## src/rtl/cp_pkg.sv

```systemverilog
// Shared types for the instruction prefetch buffer: the fetch FSM states,
// the FIFO entry layout and the instruction word size in bytes.
package cp_pkg;

    localparam int unsigned INSTR_BYTES = 4;

    typedef enum logic {
        BOOT = 1'b0,
        RUN  = 1'b1
    } fetch_state_e;

    typedef struct packed {
        logic [31:0] instr;
        logic [31:0] pc;
    } fifo_entry_t;

endpackage

```

## src/rtl/cp_prefetch_buffer_fifo.sv

```systemverilog
// In-order instruction FIFO with same-cycle push/pop (also when full) and a
// flush that empties it in one edge. The head reads as zero while empty.
module cp_fetch_fifo
    import cp_pkg::*;
#(
    parameter int unsigned DEPTH = 4
) (
    input  logic                   clk_i,
    input  logic                   rst_ni,
    input  logic                   flush_i,
    input  logic                   push_i,
    input  fifo_entry_t            push_data_i,
    input  logic                   pop_i,
    output fifo_entry_t            head_o,
    output logic                   full_o,
    output logic                   empty_o,
    output logic [$clog2(DEPTH):0] count_o
);

    localparam int unsigned PTR_W = $clog2(DEPTH);
    localparam int unsigned CNT_W = PTR_W + 1;

    fifo_entry_t      mem_q [DEPTH];
    logic [PTR_W-1:0] wr_ptr_q;
    logic [PTR_W-1:0] rd_ptr_q;
    logic [CNT_W-1:0] count_q;
    logic             do_push;
    logic             do_pop;

    assign full_o  = (count_q == CNT_W'(DEPTH));
    assign empty_o = (count_q == '0);
    assign count_o = count_q;

    // A pop frees the head slot in the same edge, so a push into a full FIFO is fine.
    assign do_pop  = pop_i && !empty_o;
    assign do_push = push_i && (!full_o || do_pop);

    // NOTE: the storage array has no reset; only pointers and count are reset,
    // and the head is forced to zero while empty so stale words never leak out.
    always_ff @(posedge clk_i) begin
        if (do_push && !flush_i) begin
            mem_q[wr_ptr_q] <= push_data_i;
        end
    end

    // NOTE: sequential state uses non-blocking assignments only, so every
    // register samples the pre-edge values regardless of statement order.
    always_ff @(posedge clk_i or negedge rst_ni) begin
        if (!rst_ni) begin
            wr_ptr_q <= '0;
            rd_ptr_q <= '0;
            count_q  <= '0;
        end else if (flush_i) begin
            wr_ptr_q <= '0;
            rd_ptr_q <= '0;
            count_q  <= '0;
        end else begin
            if (do_push) begin
                wr_ptr_q <= wr_ptr_q + PTR_W'(1);
            end
            if (do_pop) begin
                rd_ptr_q <= rd_ptr_q + PTR_W'(1);
            end
            count_q <= count_q + CNT_W'(do_push) - CNT_W'(do_pop);
        end
    end

    assign head_o = empty_o ? '0 : mem_q[rd_ptr_q];

endmodule

```

## src/rtl/cp_prefetch_buffer.sv

```systemverilog
// Instruction prefetch unit: issues sequential word fetches ahead of demand,
// buffers the returned words in order and flushes everything on a redirect.
module cp_prefetch_buffer
    import cp_pkg::*;
#(
    parameter int unsigned DEPTH   = 4,
    parameter int unsigned MAX_OUT = 2
) (
    input  logic        clk_i,
    input  logic        rst_ni,
    input  logic [31:0] boot_addr_i,
    input  logic        fetch_en_i,
    input  logic        redirect_i,
    input  logic [31:0] redirect_addr_i,
    output logic        instr_req_o,
    output logic [31:0] instr_raddr_o,
    input  logic        instr_rvalid_i,
    input  logic [31:0] instr_rdata_i,
    output logic        valid_o,
    input  logic        ready_i,
    output logic [31:0] instr_o,
    output logic [31:0] pc_o,
    output logic        busy_o
);

    localparam int unsigned CNT_W = $clog2(DEPTH) + 1;
    localparam int unsigned OUT_W = $clog2(MAX_OUT + 1);

    fetch_state_e     state_q, state_d;
    logic [31:0]      fetch_addr_q;
    logic [31:0]      resp_addr_q;
    logic [OUT_W-1:0] outstanding_q, outstanding_d;
    logic [OUT_W-1:0] discard_q, discard_d;

    logic             issue;
    logic             rvalid_ok;
    logic             drop_word;
    logic             push;
    logic             pop;
    logic [31:0]      redirect_addr;
    logic [31:0]      boot_addr;

    fifo_entry_t      push_entry;
    fifo_entry_t      head;
    logic             fifo_full;
    logic             fifo_empty;
    logic [CNT_W-1:0] fifo_count;

    assign redirect_addr = redirect_addr_i & ~32'h3;
    assign boot_addr     = boot_addr_i & ~32'h3;

    // A response with nothing outstanding is a protocol error and is ignored.
    assign rvalid_ok  = instr_rvalid_i && (outstanding_q != '0);
    assign drop_word  = rvalid_ok && (discard_q != '0);
    assign push       = rvalid_ok && !drop_word && !redirect_i;
    assign pop        = !fifo_empty && ready_i && !redirect_i;
    assign push_entry = '{instr: instr_rdata_i, pc: resp_addr_q};

    always_ff @(posedge clk_i or negedge rst_ni) begin
        if (!rst_ni) begin
            state_q       <= BOOT;
            outstanding_q <= '0;
            discard_q     <= '0;
        end else begin
            state_q       <= state_d;
            outstanding_q <= outstanding_d;
            discard_q     <= discard_d;
        end
    end

    // NOTE: every signal driven here gets a default first, so no path can
    // leave one unassigned and infer a latch.
    always_comb begin
        state_d       = state_q;
        issue         = 1'b0;
        outstanding_d = outstanding_q;
        discard_d     = discard_q;

        case (state_q)
            BOOT: state_d = RUN;
            RUN:  state_d = RUN;
        endcase

        // Admission reserves a FIFO slot for every in-flight response.
        if (state_q == RUN && fetch_en_i && !redirect_i
            && (32'(outstanding_q) < MAX_OUT)
            && ((32'(fifo_count) + 32'(outstanding_q)) < DEPTH)) begin
            issue = 1'b1;
        end

        outstanding_d = outstanding_q + OUT_W'(issue) - OUT_W'(rvalid_ok);

        if (redirect_i) begin
            discard_d = outstanding_d;
        end else if (drop_word) begin
            discard_d = discard_q - OUT_W'(1);
        end
    end

    // A redirect wins over the boot address and over normal advancing.
    always_ff @(posedge clk_i or negedge rst_ni) begin
        if (!rst_ni) begin
            fetch_addr_q <= '0;
            resp_addr_q  <= '0;
        end else if (redirect_i) begin
            fetch_addr_q <= redirect_addr;
            resp_addr_q  <= redirect_addr;
        end else if (state_q == BOOT) begin
            fetch_addr_q <= boot_addr;
            resp_addr_q  <= boot_addr;
        end else begin
            if (issue) begin
                fetch_addr_q <= fetch_addr_q + 32'(INSTR_BYTES);
            end
            if (push) begin
                resp_addr_q <= resp_addr_q + 32'(INSTR_BYTES);
            end
        end
    end

    cp_fetch_fifo #(
        .DEPTH (DEPTH)
    ) u_fifo (
        .clk_i       (clk_i),
        .rst_ni      (rst_ni),
        .flush_i     (redirect_i),
        .push_i      (push),
        .push_data_i (push_entry),
        .pop_i       (pop),
        .head_o      (head),
        .full_o      (fifo_full),
        .empty_o     (fifo_empty),
        .count_o     (fifo_count)
    );

    assign instr_req_o   = issue;
    assign instr_raddr_o = fetch_addr_q;
    assign valid_o       = !fifo_empty;
    assign instr_o       = head.instr;
    assign pc_o          = head.pc;
    assign busy_o        = (outstanding_q != '0) || !fifo_empty;

    assert property (@(posedge clk_i) disable iff (!rst_ni)
        !(instr_rvalid_i && outstanding_q == '0))
        else $warning("cp_prefetch_buffer: rvalid with no request outstanding, ignored");

    assert property (@(posedge clk_i) disable iff (!rst_ni)
        !(push && fifo_full && !pop))
        else $error("cp_prefetch_buffer: push into full FIFO without a slot");

endmodule

```

## config.mk

```make
export PLATFORM = sky130hd
export DESIGN_NAME = cp_prefetch_buffer
export DESIGN_NICKNAME = d
export VERILOG_FILES = /design/src/rtl/cp_pkg.sv /design/src/rtl/cp_prefetch_buffer_fifo.sv /design/src/rtl/cp_prefetch_buffer.sv
export SDC_FILE = /design/constraint.sdc
export NUM_CORES = 1
export LEC_CHECK = 0
export ABC_AREA = 1
export BUFFER_PORTS_ARGS = -buffer_cell sky130_fd_sc_hd__buf_2
export CAP_MARGIN = 20
export CORE_MARGIN = 2
export CORE_UTILIZATION = 51
export DETAILED_ROUTE_END_ITERATION = 7
export PLACE_DENSITY = 0.75
export SLEW_MARGIN = 20
export SYNTH_ARGS = -nofsm -noshare
export SYNTH_HDL_FRONTEND = slang
export SYNTH_SLANG_ARGS = --single-unit
```

## constraint.sdc

```tcl
create_clock -name clk_i -period 3.9 [get_ports clk_i]
set_input_delay 0.195 -clock clk_i [delete_from_list [all_inputs] [get_ports clk_i]]
set_output_delay 0.195 -clock clk_i [all_outputs]
set_load 0.01 [all_outputs]
```

==> run metrics <==
outcome=finished clean; crit-path max cell delay=0.78 ns; required time worst endpoint=3.70 ns; most frequent cells in the layout=nor2_1, nand2_1, edfxtp_1; # setup viols final=0; initial antenna violation count=0; drt total wl=36.5 mm; critical path launch point type=flop; post_cts resized=0; Ports=201; DIE AREA=30500 um^2; setup TNS=0 ns; Iter 0 DRT Violations=1107; n_diodes=0; mapped cell area=14800 um^2; largest cells by area after synthesis=edfxtp_1, dfrtp_1, nor2_1; Clock transition at path regs=0.05 ns; H-tree level count=2; area leader, netlist=edfxtp_1; number of synthesized flops with an enable pin=248; Num CTS Buffers=34; most common flop cell mapped by yosys=edfxtp_1; via count=11800; hold_ws=0.0164 ns; Die W=175 um; Area growth syn-to-layout=18.5%; RD Place Congestion=0.895; largest net degree at the start of global routing=90; arrival time worst endpoint=2.88 ns; Worst path top cell family by delay=buffers and inverters; Ys Warns=0; Final WS setup=0.823 ns; Vias/cell=5.39; Clock Tree Root=clkbuf_16; nets=1894; CP endpoint kind=output port; Wirelength per Cell=16.7 um; area occupied by multi-input gates=4940 um^2; Core ar.=28700 um^2; final period utilization=78.9%; #FFs+latches synth=320; Peak Freq=0.325 GHz; sequential share of the synthesized area=62.3%; first drt pass iteration count=5; Syn Inst Count=1569; worst vdd ir=0.312 mV; DP Worst Slack=0.957 ns; Synth Area per Inst=9.46 um^2; clk_skew=0.0185 ns; utilization after layout=61.3%; Synth cell types=42; CP bufs+invs=2; share of cells above drive strength 1=15.7%; CP most frequent cell=nor2_1; first-pass GRT wire length=58.2 mm; asr flop ratio synth=22.5%; HP Class=primary input to flop; Relative slew margins=33.0%; most common cell after layout, fill and taps aside=nor2_1; slowest CP cell=buf_4; Post-DRT Antenna Nets=0; Remaining Overflow, GRT=0; fin. max-slew vios=0; Starting Density=51.7%; DRC Markers=0; register area=9250 um^2; critical-path cell list=buf_4 -> nor2_1 -> nor2_1 -> o21ai_0 -> a21oi_1 -> buf_2; Slew @ Worst Pin=1.01 ns; Site Rows=62; TritonCTS clock tree=built; unrepaired setup endpoints after global routing=false; count of input and output buffers=192; clock sinks=320; Pwr Density=566 nW/um^2; Period minus WS final=3.08 ns; Die Ht=175 um; Crit Path Class=flop to output port; final hold violation count=0; clock latency on the worst-skew pair=0.52 ns; MaxCap Viol Count=0; # fillers=2332; vias in the first global route=11400; All-Layer GR Usage=24.0%; CTS Buffer Depth=3; hpwl dp=22.4 mm; Leak=7.15 nW; Synth top area share=50.2%; Crit Path Max Fanout=89
[final timing paths]
check,start,to,slack (ns),depth (start not counted)
max,u_fifo.rd_ptr_q[0]$_DFFE_PN0P_,pc_o[20],0.82,6
min,ready_i,u_fifo.rd_ptr_q[0]$_DFFE_PN0P_,0.02,3
max reg2reg,u_fifo.count_o[1]$_DFF_PN0_,instr_raddr_o[9]$_DFFE_PN0P_,0.95,9
min reg2reg,discard_q[0]$_DFFE_PN0P_,discard_q[0]$_DFFE_PN0P_,0.58,2
max in group asynchronous,rst_ni,u_fifo.rd_ptr_q[0]$_DFFE_PN0P_,2.91,3
min in group asynchronous,rst_ni,instr_raddr_o[31]$_DFFE_PN0P_,0.17,2
[per-layer routing]
layer / global-route usage, % / share of wire [%] / up-vias
met5: 0 / 0 / -
met4: 7.15 / 2.3 / 0
met3: 3.81 / 8.7 / 68
met2: 40.1 / 47 / 533
met1: 32.7 / 42 / 5511
li1: - / - / 5689
[logic make-up after synthesis]
logic type / synth area share, %
XOR/XNOR: 0.826
AND/OR/NAND/NOR: 20.7
flip-flops: 62.3
other: 0.0506
adder cells (fa/ha/maj): 1.15
buffers and inverters: 4.72
AO/OA/AOI/OAI: 10.3
[registers in the layout, indices dropped and copies added (netlist names)]
| register | cells |
|---|---|
| resp_addr_q | 30 |
| state_q | 1 |
| u_fifo.wr_ptr_q | 2 |
| instr_raddr_o | 30 |
| u_fifo.count_o | 3 |
| u_fifo.rd_ptr_q | 2 |
| u_fifo.mem_q | 248 |
| outstanding_q | 2 |
| discard_q | 2 |
[synthesized netlist by cell type, types with 4 or more instances]
cell      instances
xor2_1           11
clkbuf_1         40
dfrtp_1          72
edfxtp_1        248
buf_1             9
nor2_1          405
nand3_1          81
a21oi_1          90
inv_2             5
buf_2            17
a22oi_1          13
inv_1            92
ha_1             12
o22ai_1           6
buf_4             6
nor2_2            5
nor3_1            5
o21ai_0         147
nand2_1         252
a22o_1            8
nand4_1           4
a31oi_1           6
[power by group]
group / leakage, nW / internal [mW] / switching (mW)
logic: 3.52 / 0.849 / 1.70
registers: 3.11 / 3.99 / 0.320
clock network: 0.521 / 1.78 / 1.31
[cell type report]
type | instances | share of cell area [%]
repair buffers | 245 | 8.41
flip-flops and latches | 320 | 52.6
clock buffers | 40 | 5.09
inverters | 97 | 2.07
multi-input cells | 1081 | 28.1
clock inverters | 21 | 1.00
well taps | 384 | 2.73
[tightest hold or removal path, delay by kind of cell]
kind                   cells  cell delay, ns
and+or+nand+nor            1            0.10
buffers and inverters      1            0.11
AOI/OAI and AO/OA          1            0.08
[stage by stage]
| stage | area (um^2) | total power, mW | std cells |
|---|---|---|---|
| 2_1_floorplan | 14900 | 5.86 | 1572 |
| 3_3_place_gp | 16200 | 6.81 | 2094 |
| 3_5_place_dp | 16200 | 6.88 | 2094 |
| 4_1_cts | 17600 | 9.99 | 2188 |
| 5_1_grt | 17600 | 10.5 | 2188 |
| 6_report | 17600 | 9.96 | 2188 |
[what timing repair did]
item / in CTS / in global routing
setup buffers: 0 / 0
hold endpoints to repair: 145 / 0
hold buffers: 33 / 0
No activity file was read; power rests on OpenSTA's default activity.
